==> src/rtl/uart_tx_fifo_feeder.sv <==
// Byte FIFO plus a transmit sequencer for a UART transmitter.
// The host pushes bytes with wr_en. The sequencer pops one byte, pulses
// tx_start, and then waits for tx_done_tick before it pops the next byte.
module uart_tx_fifo_feeder #(
  parameter int DBIT   = 8,
  parameter int ADDR_W = 4
) (
  input  logic              clk,
  input  logic              rst_n,
  input  logic              wr_en,
  input  logic [DBIT-1:0]   wr_data,
  input  logic              clr_overflow,
  input  logic              tx_done_tick,
  output logic [DBIT-1:0]   tx_din,
  output logic              tx_start,
  output logic              full,
  output logic              empty,
  output logic [ADDR_W:0]   count,
  output logic              busy,
  output logic              overflow
);

  localparam int DEPTH = 2 ** ADDR_W;

  typedef enum logic [1:0] {IDLE, START, WAIT} state_t;

  state_t            state, state_nxt;
  logic [DBIT-1:0]   mem [DEPTH];
  logic [ADDR_W-1:0] wr_ptr, rd_ptr;
  logic              push, pop, start_nxt;

  // count never exceeds DEPTH, so its MSB alone marks the full condition
  assign full  = count[ADDR_W];
  assign empty = (count == '0);

  // A full FIFO drops the write even when a pop happens in the same cycle
  assign push = wr_en & ~full;

  // Storage array; reset does not clear it because stale entries are never read
  always_ff @(posedge clk) begin
    if (push) mem[wr_ptr] <= wr_data;
  end

  // Pointers and occupancy; a simultaneous push and pop leaves count unchanged
  always_ff @(posedge clk or negedge rst_n) begin
    if (!rst_n) begin
      wr_ptr <= '0;
      rd_ptr <= '0;
      count  <= '0;
    end else begin
      if (push) wr_ptr <= wr_ptr + 1'b1;
      if (pop)  rd_ptr <= rd_ptr + 1'b1;
      case ({push, pop})
        2'b10:   count <= count + 1'b1;
        2'b01:   count <= count - 1'b1;
        default: count <= count;
      endcase
    end
  end

  // Sticky overflow flag; when a set and a clear coincide, the set wins
  always_ff @(posedge clk or negedge rst_n) begin
    if (!rst_n)              overflow <= 1'b0;
    else if (wr_en && full)  overflow <= 1'b1;
    else if (clr_overflow)   overflow <= 1'b0;
  end

  // Registered transmitter outputs; tx_din holds the last popped byte
  always_ff @(posedge clk or negedge rst_n) begin
    if (!rst_n) begin
      tx_din   <= '0;
      tx_start <= 1'b0;
    end else begin
      tx_start <= start_nxt;
      if (pop) tx_din <= mem[rd_ptr];
    end
  end

  // FSM state register
  always_ff @(posedge clk or negedge rst_n) begin
    if (!rst_n) state <= IDLE;
    else        state <= state_nxt;
  end

  // FSM next state; tx_done_tick is only honoured in WAIT
  always_comb begin
    state_nxt = state;
    case (state)
      IDLE:    if (!empty)      state_nxt = START;
      START:                    state_nxt = WAIT;
      WAIT:    if (tx_done_tick) state_nxt = IDLE;
      default:                  state_nxt = IDLE;
    endcase
  end

  // FSM outputs; a pop in IDLE makes tx_start rise in the next cycle (START)
  always_comb begin
    pop       = (state == IDLE) && !empty;
    start_nxt = pop;
    busy      = (state != IDLE);
  end

endmodule

==> config.mk <==
export PLATFORM = sky130hd
export DESIGN_NAME = uart_tx_fifo_feeder
export DESIGN_NICKNAME = d
export VERILOG_FILES = /design/src/rtl/uart_tx_fifo_feeder.sv
export SDC_FILE = /design/constraint.sdc
export NUM_CORES = 1
export LEC_CHECK = 0
export CAP_MARGIN = 0
export CORE_ASPECT_RATIO = 0.75
export CORE_MARGIN = 10
export CORE_UTILIZATION = 54
export CTS_BUF_LIST = sky130_fd_sc_hd__clkbuf_8 sky130_fd_sc_hd__clkbuf_16
export DETAILED_ROUTE_END_ITERATION = 8
export PLACE_DENSITY = 0.75
export SYNTH_ARGS = -nofsm -noshare
export SYNTH_HDL_FRONTEND = slang
export SYNTH_SLANG_ARGS = --single-unit
==> constraint.sdc <==
create_clock -name clk -period 3 [get_ports clk]
set_input_delay 0.75 -clock clk [delete_from_list [all_inputs] [get_ports clk]]
set_output_delay 0.75 -clock clk [all_outputs]
set_load 0.05 [all_outputs]
==> impl_metrics.py <==
metrics = {
    "synthesis": {
        "yosysWarnings": 0,
        "netlist_area_um2": 6260,
        "synth_seq_cells": 153,
        "synth.distinct_cells": 34,
        "syn_inst": 331,
        "ys_seq_area_share_pct": 71.4,
        "synth_area_per_cell_um2": 18.9,
        "synth_nets": 354,
    },
    "timing": {
        "min_period_over_period_pct": 92.3,
        "finalHoldViolCount": 0,
        "clock.fmax_mhz": 361,
        "hold_ws_ps": 484,
        "maxSlewViolCount": 0,
        "tightest_slew_ps": 869,
        "finalClockSkew_ps": 8.50,
        "rsz0062_at_grt": "no",
        "slew_headroom_pct": 42.1,
        "finalSetupViolations": 0,
        "period_minus_slack_ps": 2770,
    },
    "floorplanning": {
        "die_x_um": 144,
        "num_rows": 33,
        "die_area_um2": 16300,
        "start_util_pct": 56.2,
        "die_h_um": 113,
        "ios": 31,
        "core_um2": 11100,
    },
    "global_route": {
        "globalRouteMet2Util_pct": 21.5,
        "use_met1_pct": 20.6,
        "gr-usage-met3_pct": 4.51,
        "grt_busiest_layer": "met2",
        "grt_use_total_pct": 14.7,
        "antenna_found_initial": 0,
        "grt.overflow.total": 0,
        "grt_start_max_net_pins": 26,
        "grt_pass1_vias": 3052,
        "grt_pass1_wl_mm": 17.8,
    },
    "critical_path": {
        "cp.required_ps": 3300,
        "critPathMaxFanout": 6,
        "crit_family": "simple AND/OR/NAND/NOR gates",
        "setup.worst_path.class": "flip-flop to flip-flop",
        "crit_arrival_ps": 3070,
        "slowest_stage": "or4_4",
        "crit_chain": "or4_4 -> nor2_4 -> or2_4 -> inv_2 -> ha_4 -> ha_4 -> nor2b_1 -> o21ai_1 -> nand3_1 -> or3b_4 -> xnor2_1",
        "max_stage_delay_ps": 540,
        "start_kind": "flip-flop",
        "cpMostUsedCell": "ha_4",
        "cp-end-kind": "flip-flop",
        "critPathBufInv": 1,
    },
    "clock_network": {
        "cts_resized": 0,
        "cts_setup_buffers": 0,
        "insertion_delay_ps": 420,
        "cts_tree": "built",
        "cts_buffers": 17,
        "clk_path_buf_depth": 2,
        "clkTransAtPathRegs_ps": 70,
        "htreeDepth": 4,
        "holdBufCountCts": 0,
        "clkSinkCount": 153,
        "clockRootBuffer": "clkbuf_16",
    },
    "place": {
        "place_hpwl_mm": 7.21,
        "dp.cells": 495,
        "portBuffers": 30,
        "gp_congestion": 0.740,
    },
    "worst_hold_path": {
        "hold_class": "flip-flop to flip-flop",
    },
    "final_layout": {
        "final_layout_size_suffix_gt1_share_pct": 21.4,
        "layout_common_cells": "edfxtp_1, clkdlybuf4s50_1, nand2_1",
        "diodes": 0,
        "mostFrequentLayoutCell": "edfxtp_1",
        "stdcell_count": 527,
        "area_growth_pct": 16.4,
        "nNetsFinal": 397,
    },
    "routing": {
        "wl_per_cell_um": 21.4,
        "via_count": 3021,
        "via_per_inst": 5.73,
        "drtIter0Drc": 233,
        "wirelength_mm": 11.3,
        "dr.pass1.iters": 4,
        "drc": 0,
        "final_antenna_net_count": 0,
    },
    "pwr": {
        "p_per_area_nw_per_um2": 1030,
        "max-vdd-ir-drop_mv": 0.446,
        "p_leak_nw": 2.57,
        "power_mw": 7.49,
    },
    "status": {
        "status": "finished clean",
    },
    "run": {
        "drv_cap": 0,
    },
}
-- worst min-delay path, stage by stage (launching register included) --
cell     delay [ps]
dfrtp_1         340
nand2_1          50
o21ai_1          60
-- layout make-up --
cell class,count,area (um^2)
flip-flops and latches,153,4480
fillers,749,3860
multi-input cells,151,1650
clock buffers,17,425
repair buffers,41,393
well taps,140,175
clock inverters,15,135
inverters,10,37.5
-- worst paths after layout --
path,slack [ps],from,cells past startpoint,end
setup / recovery,230,count[4],11,count[4]
hold / removal,480,tx_din[1],2,tx_din[1]
setup reg to reg,230,count[4],11,count[4]
hold reg to reg,480,tx_din[1],2,tx_din[1]
max in group asynchronous,2040,rst_n,2,count[2]
min in group asynchronous,700,rst_n,2,state[1]
-- cells by family after synthesis --
group | synth area share (%)
compound gates | 1.96
xor+xnor | 1.40
fa+ha+maj | 2.12
buf+inv | 3.00
flops | 71.4
mux | 15.6
simple gates | 4.58
-- per-stage QoR --
stage	setup slack [ps]	TNS [ps]	area [um^2]	utilization [%]
floorplan	1.13	0	6310	-
global placement	98.8	0	6730	60.4
detailed placement	-12.2	-12.2	6730	60.4
CTS	273	0	7290	65.4
global route	115	0	7290	65.4
finish	232	0	7290	65.4
-- metal layers --
layer | up-vias | part of all wire [%]
met5 | - | 0
met4 | 0 | 0.57
met3 | 6 | 7.1
met2 | 93 | 46
met1 | 1544 | 46
li1 | 1378 | -
-- Yosys cell counts --
cell type	count	area, um^2
clkbuf_1	3	11.3
ha_1	9	113
mux2i_1	9	90.1
nand3_1	1	5.00
clkdlybuf4s18_2	1	10.0
dfrtp_1	25	626
or4_1	1	7.51
buf_6	5	56.3
nor2b_1	2	12.5
and2_1	16	100
xor2_1	2	17.5
fa_1	1	20.0
nor3_1	1	5.00
a21oi_1	2	10.0
nand4_1	2	12.5
edfxtp_1	128	3840
inv_1	10	37.5
buf_12	1	20.0
o21ai_0	9	45.0
buf_8	1	15.0
mux2_2	9	101
and3_1	1	6.26
buf_4	3	22.5
nand2_1	26	97.6
a21o_1	1	7.51
mux4_1	17	447
buf_2	3	15.0
or3b_2	1	8.76
nor2_1	3	11.3
o21ai_1	12	60.1
or2_2	2	12.5
mux4_2	15	338
xnor2_1	8	70.1
nor3b_1	1	7.51
-- where the power goes --
| part | switching, mW | internal, mW |
|---|---|---|
| combinational | 1.35 | 1.19 |
| clock | 0.903 | 1.09 |
| sequential | 0.349 | 2.61 |
-- sequential cells by signal (all words and copies together) (netlist names) --
signal,cells
wr_ptr,4
tx_din,8
overflow,1
count,5
tx_start,1
state,2
rd_ptr,4
mem,128
No activity file was read; power rests on OpenSTA's default activity.
